**config.mk**
```make
export PLATFORM = sky130hd
export DESIGN_NAME = rf_writeback
export DESIGN_NICKNAME = d
export VERILOG_FILES = /design/src/rtl/rf_pkg.sv /design/src/rtl/rf_wb_fifo.sv /design/src/rtl/rf_writeback.sv
export SDC_FILE = /design/constraint.sdc
export NUM_CORES = 1
export LEC_CHECK = 0
export ABC_AREA = 1
export CAP_MARGIN = 5
export CORE_MARGIN = 5
export CORE_UTILIZATION = 60
export DETAILED_ROUTE_END_ITERATION = 6
export DONT_BUFFER_PORTS = 1
export PLACE_DENSITY = 0.76
export SYNTH_ARGS = -nofsm -noshare
export SYNTH_HDL_FRONTEND = slang
export SYNTH_SLANG_ARGS = --single-unit
```
**constraint.sdc**
```tcl
create_clock -name clk -period 3.25 [get_ports clk]
set_input_delay 0.65 -clock clk [delete_from_list [all_inputs] [get_ports clk]]
set_output_delay 0.65 -clock clk [all_outputs]
set_load 0.01 [all_outputs]
```
**src/rtl/rf_pkg.sv**
```systemverilog
// Shared register-file writeback types and constants.
// Holds the register address/data widths and the queued write request record.
package rf_pkg;

  localparam int REG_ADDR_W = 5;
  localparam int XLEN       = 32;
  localparam int NUM_REGS   = 32;

  // One pending register-file write: destination register and its data.
  typedef struct packed {
    logic [REG_ADDR_W-1:0] rd;
    logic [XLEN-1:0]       data;
  } wb_req_t;

  // Returns a one-hot register mask for rd, or all zeros when disabled or rd is x0.
  function automatic logic [NUM_REGS-1:0] reg_onehot(input logic [REG_ADDR_W-1:0] rd,
                                                     input logic                  en);
    logic [NUM_REGS-1:0] vec;
    vec = '0;
    if (en && (rd != '0)) begin
      vec[rd] = 1'b1;
    end
    return vec;
  endfunction

endpackage

```
**src/rtl/rf_wb_fifo.sv**
```systemverilog
// Load-response FIFO for the writeback stage.
// Stores wb_req_t entries using wrap-around read/write pointers and an explicit occupancy count.
// DEPTH must be a power of two so the pointers wrap naturally.
module rf_wb_fifo
  import rf_pkg::*;
#(
  parameter  int DEPTH = 4,
  localparam int PTR_W = (DEPTH > 1) ? $clog2(DEPTH) : 1,
  localparam int CNT_W = $clog2(DEPTH + 1)
) (
  input  logic             clk,
  input  logic             rst_n,
  input  logic             push_i,
  input  wb_req_t          push_req_i,
  input  logic             pop_i,
  output wb_req_t          head_o,
  output logic             full_o,
  output logic             empty_o,
  output logic [CNT_W-1:0] count_o
);

  wb_req_t          mem_q [DEPTH];
  logic [PTR_W-1:0] wrPtr_q, wrPtr_d;
  logic [PTR_W-1:0] rdPtr_q, rdPtr_d;
  logic [CNT_W-1:0] count_q, count_d;
  logic             pushOk;
  logic             popOk;

  assign full_o  = (count_q == CNT_W'(DEPTH));
  assign empty_o = (count_q == '0);
  assign count_o = count_q;
  assign head_o  = mem_q[rdPtr_q];

  assign pushOk = push_i && !full_o;
  assign popOk  = pop_i && !empty_o;

  // Advance pointers and occupancy; a push and pop together leave the count unchanged.
  always_comb begin
    wrPtr_d = wrPtr_q;
    rdPtr_d = rdPtr_q;
    count_d = count_q;
    if (pushOk) begin
      wrPtr_d = wrPtr_q + 1'b1;
    end
    if (popOk) begin
      rdPtr_d = rdPtr_q + 1'b1;
    end
    if (pushOk && !popOk) begin
      count_d = count_q + CNT_W'(1);
    end else if (popOk && !pushOk) begin
      count_d = count_q - CNT_W'(1);
    end
  end

  // Pointer and count registers, cleared by synchronous reset.
  always_ff @(posedge clk) begin
    if (!rst_n) begin
      wrPtr_q <= '0;
      rdPtr_q <= '0;
      count_q <= '0;
    end else begin
      wrPtr_q <= wrPtr_d;
      rdPtr_q <= rdPtr_d;
      count_q <= count_d;
    end
  end

  // Entry storage needs no reset because only counted entries are ever read as valid.
  always_ff @(posedge clk) begin
    if (pushOk) begin
      mem_q[wrPtr_q] <= push_req_i;
    end
  end

endmodule

```
**src/rtl/rf_writeback.sv**
```systemverilog
// Register-file writeback arbiter with a load-response queue and pending-load scoreboard.
// ALU results take priority; queued loads fill the slots the ALU leaves idle.
// Optional feature macro RF_WB_FWD_EN adds write-port forwarding hit detection.
module rf_writeback
  import rf_pkg::*;
#(
  parameter int LQ_DEPTH = 4
) (
  input  logic                  clk,
  input  logic                  rst_n,
  input  logic                  alu_valid,
  input  logic [REG_ADDR_W-1:0] alu_rd,
  input  logic [XLEN-1:0]       alu_data,
  input  logic                  issue_valid,
  input  logic [REG_ADDR_W-1:0] issue_rd,
  input  logic                  ld_valid,
  input  logic [REG_ADDR_W-1:0] ld_rd,
  input  logic [XLEN-1:0]       ld_data,
`ifdef RF_WB_FWD_EN
  input  logic [REG_ADDR_W-1:0] fwd_a1,
  input  logic [REG_ADDR_W-1:0] fwd_a2,
  output logic                  fwd_hit1,
  output logic                  fwd_hit2,
`endif
  output logic                  ld_ready,
  output logic                  wb_we,
  output logic [REG_ADDR_W-1:0] wb_addr,
  output logic [XLEN-1:0]       wb_data,
  output logic [NUM_REGS-1:0]   busy
);

  localparam int CNT_W = $clog2(LQ_DEPTH + 1);

  wb_req_t               lqHead;
  wb_req_t               lqPushReq;
  logic                  lqFull;
  logic                  lqEmpty;
  logic [CNT_W-1:0]      lqCount;
  logic                  lqPush;
  logic                  lqPop;
  logic                  aluSel;
  logic                  ldWrite;

  logic                  wbWe_q, wbWe_d;
  logic [REG_ADDR_W-1:0] wbAddr_q, wbAddr_d;
  logic [XLEN-1:0]       wbData_q, wbData_d;
  logic [NUM_REGS-1:0]   busy_q, busy_d;

  // Readiness comes only from registered occupancy, so it never depends on this cycle's ALU traffic.
  assign ld_ready  = (lqCount < CNT_W'(LQ_DEPTH));
  assign lqPush    = ld_valid && ld_ready && !lqFull;
  assign lqPushReq = '{rd: ld_rd, data: ld_data};

  // ALU writes to x0 are dropped and free the slot; the queue head is consumed whenever the ALU is not writing.
  assign aluSel  = alu_valid && (alu_rd != '0);
  assign lqPop   = !aluSel && !lqEmpty;
  assign ldWrite = lqPop && (lqHead.rd != '0);

  rf_wb_fifo #(
    .DEPTH (LQ_DEPTH)
  ) u_lq (
    .clk        (clk),
    .rst_n      (rst_n),
    .push_i     (lqPush),
    .push_req_i (lqPushReq),
    .pop_i      (lqPop),
    .head_o     (lqHead),
    .full_o     (lqFull),
    .empty_o    (lqEmpty),
    .count_o    (lqCount)
  );

  // Select the next write; address and data hold their previous values when nothing is written.
  always_comb begin
    wbWe_d   = 1'b0;
    wbAddr_d = wbAddr_q;
    wbData_d = wbData_q;
    if (aluSel) begin
      wbWe_d   = 1'b1;
      wbAddr_d = alu_rd;
      wbData_d = alu_data;
    end else if (ldWrite) begin
      wbWe_d   = 1'b1;
      wbAddr_d = lqHead.rd;
      wbData_d = lqHead.data;
    end
  end

  // Scoreboard update: clear the register whose load is selected, then set newly issued ones so a set wins.
  always_comb begin
    busy_d = (busy_q & ~reg_onehot(lqHead.rd, lqPop)) | reg_onehot(issue_rd, issue_valid);
    busy_d[0] = 1'b0;
  end

  // Writeback port and scoreboard registers, cleared by synchronous reset.
  always_ff @(posedge clk) begin
    if (!rst_n) begin
      wbWe_q   <= 1'b0;
      wbAddr_q <= '0;
      wbData_q <= '0;
      busy_q   <= '0;
    end else begin
      wbWe_q   <= wbWe_d;
      wbAddr_q <= wbAddr_d;
      wbData_q <= wbData_d;
      busy_q   <= busy_d;
    end
  end

  assign wb_we   = wbWe_q;
  assign wb_addr = wbAddr_q;
  assign wb_data = wbData_q;
  assign busy    = busy_q;

`ifdef RF_WB_FWD_EN
  // A consumer reading the register being written this cycle should take wb_data instead of the stale array value.
  assign fwd_hit1 = wbWe_q && (wbAddr_q == fwd_a1) && (fwd_a1 != '0);
  assign fwd_hit2 = wbWe_q && (wbAddr_q == fwd_a2) && (fwd_a2 != '0);
`endif

endmodule

```
==> results_dict.tcl <==
set metrics [dict create \
    crit_fanout 57 \
    cts_hold_buffers 0 \
    gp_congestion 0.865 \
    dp_slack_ps 694 \
    slew_viol_final 0 \
    hold_viol_final 0 \
    dp_hpwl_mm 13.0 \
    fill_cells 1203 \
    final_area_um2 10400 \
    timing.fmax_mhz 385 \
    synth_top_area_share_pct 46.8 \
    ant_nets 0 \
    hold_class "in -> reg" \
    antenna_found_initial 0 \
    power_frac_seq_pct 45.9 \
    finClkSkew_ps 7.27 \
    synth_seq_cells 226 \
    tns_ps 0 \
    max_stage_delay_ps 420 \
    r2r_cells 11 \
    syn-cell-area_um2 9500 \
    n_antenna_cell 0 \
    drt_first_pass_iters 5 \
    cts_max_level 1 \
    ys_seq_area_share_pct 63.2 \
    leakagePower_uw 0.00384 \
    pwr-share-comb_pct 22.8 \
    cts_tree "done" \
    path_cells "inv_1, nand3_1, nand2_2, nand2_1, nor2_2, nand2_2, nand2_2, buf_12, nand3b_1, nand2_1, nor2_1" \
    maxSlewHeadroom_pct 28.5 \
    status "finished, final reports clean" \
    startpoint_type "register" \
    internal_power_uw 5430 \
    ys.flop_type "edfxtp_1" \
    cap_violations 0 \
    slowest_stage "nand2_2" \
    drt_iter0_drc 643 \
    period_minus_slack_ps 2600 \
    critPathArrivalTime_ps 2980 \
    num_rows 46 \
    tritoncts_num_sinks 226 \
    switchingPower_uw 2490 \
    worstMarginPinSlew_ps 1070 \
    cpMostUsedCell "nand2_2" \
    layout_setup_ws_ps 655 \
    rsz0062_at_grt "false" \
    swShare_pct 31.4 \
    crit_required_ps 3630 \
    ios 155 \
    grt_first_pass_wirelength_mm 34.0 \
    synthCells 985 \
    drc 0 \
    yosysUniqueCellTypes 26 \
    cts_setup_buffers 0 \
    ir_drop_v 0.000501 \
    die_y_um 136 \
    grt.overflow.total 0 \
    dieArea_um2 18500 \
    synth.area.top_cells "edfxtp_1, dfxtp_1, nand2_1" \
    whs_ps 245 \
    powerDensity_nw_per_um2 764 \
    cp-end-kind "register" \
    clockBufferDepth 3 \
    crit_type "reg -> reg" \
    clockPowerShare_pct 31.3 \
    hold_path_depth 0 \
    grt_max_degree 108 \
    final_cells 1197 \
    cts_buffers 23 \
    setup_viol 0 \
    synth.cells.most_frequent "nand2_1, edfxtp_1, nor2_1" \
    synthArstFlopShare_pct 0 \
    drive_gt1_share_pct 6.32 \
    cts_resized 0 \
    yosys.area.top_type "edfxtp_1" \
    die_width_um 136 \
    wirelength_mm 21.5 \
    areaGrowthSynthToFinish_pct 9.07 \
    wl_per_cell_um 18.0 \
    clk_pin_slew_worst_paths_ps 60 \
    dp_cells 1156 \
    final_nets 1055 \
    clock-root-buffer "clkbuf_16" \
    start_util_pct 60.5 \
    syn_nets 1075 \
    insertion_delay_ps 500 \
    core_um2 15700 \
    port_buffers 0 \
    yosys_warnings 0 \
    num_vias 6861 \
    grt_pass1_vias 6538 \
    fin_crit_sh_pct 79.9 \
    syn_area_per_cell_um2 9.65 \
    synth-edff-count 148 \
    dpl-instance-area_um2 9660 \
    avgViaCountPerCell 5.73 \
    yosysMostFrequentCell "nand2_1" \
    grt_util_all_layers_pct 23.2 \
]
## through the flow
stage,total power (µW),util (%)
2_1_floorplan,5060,-
3_3_place_gp,5450,61.5
3_5_place_dp,5490,61.5
4_1_cts,7960,66.0
5_1_grt,8350,66.0
6_report,7920,66.0
## final timing paths
check | start | end | slack, ps
worst min register to register | u_lq.rdPtr_q[1]$_SDFFE_PN0P_ | u_lq.rdPtr_q[1]$_SDFFE_PN0P_ | 460
worst min-delay path | ld_data[9] | u_lq.mem_q[0][9]$_DFFE_PP_ | 240
worst max register to register | register | wb_data[20]$_SDFFE_PN0P_ | 650
worst max-delay path | register | wb_data[20]$_SDFFE_PN0P_ | 650
## metal layers
metal	GRT usage, %	share of wire [%]	up-vias
li1	-	-	3340
met5	0	0	-
met2	36.9	46	276
met4	6.27	2.1	0
met3	8.40	11	37
met1	30.4	41	3208
## critical path: cells and delay by family (launching register included)
family	cells	cell delay, ps
buffers and inverters	2	700
DFF	1	300
and+or+nand+nor	9	1440
## sequential cells by signal, indices dropped and copies added (netlist names), named ones only
signal and cells:
u_lq.wrPtr_q 2, wb_data 32, u_lq.count_o 3, busy 31, wb_we 1, u_lq.rdPtr_q 2
u_lq.mem_q 148, wb_addr 5
## kinds of logic (layout without fill, tap and decap cells)
kind of cell / count (synthesis) / count (layout) / share of synthesized area [%]
simple gates: 467 / 467 / 20.9
other cells: 1 / 1 / 0.0395
compound gates: 194 / 194 / 10.6
flops: 226 / 226 / 63.2
buf+inv: 91 / 87 / 4.32
fa+ha+maj: 6 / 6 / 0.869
## power by group through the flow
| stage | registers, µW | logic [µW] | clock network, µW |
|---|---|---|---|
| floorplan | 3650 | 1420 | 0 |
| global placement | 3690 | 1760 | 0 |
| detailed placement | 3690 | 1800 | 0 |
| CTS | 3640 | 1810 | 2520 |
| global route | 3670 | 2050 | 2630 |
| finish | 3640 | 1810 | 2480 |
## area by class of cell
class                      instances  area (µm²)  area share [%]
clock inverter                     7        61.3           0.591
clock buffer                      34         647            6.24
sequential                       226        6010            57.9
timing repair buffer              16         145            1.40
multi-input combinational        668        3120            30.1
tap                              216         270            2.61
inverter                          30         113            1.09
## placed cells by master (no fill, tap or decap), types with 5 or more instances in the layout
| master | count |
|---|---|
| buf_4 | 14 |
| nor2_4 | 5 |
| o22ai_1 | 32 |
| inv_1 | 28 |
| ha_1 | 5 |
| nand2_1 | 233 |
| o21ai_0 | 87 |
| dfxtp_1 | 77 |
| clkbuf_1 | 8 |
| nand3b_1 | 37 |
| a21oi_1 | 75 |
| clkbuf_16 | 23 |
| nand3_1 | 46 |
| nor2_1 | 131 |
| edfxtp_1 | 148 |
Power figures use the tool's default switching activity.
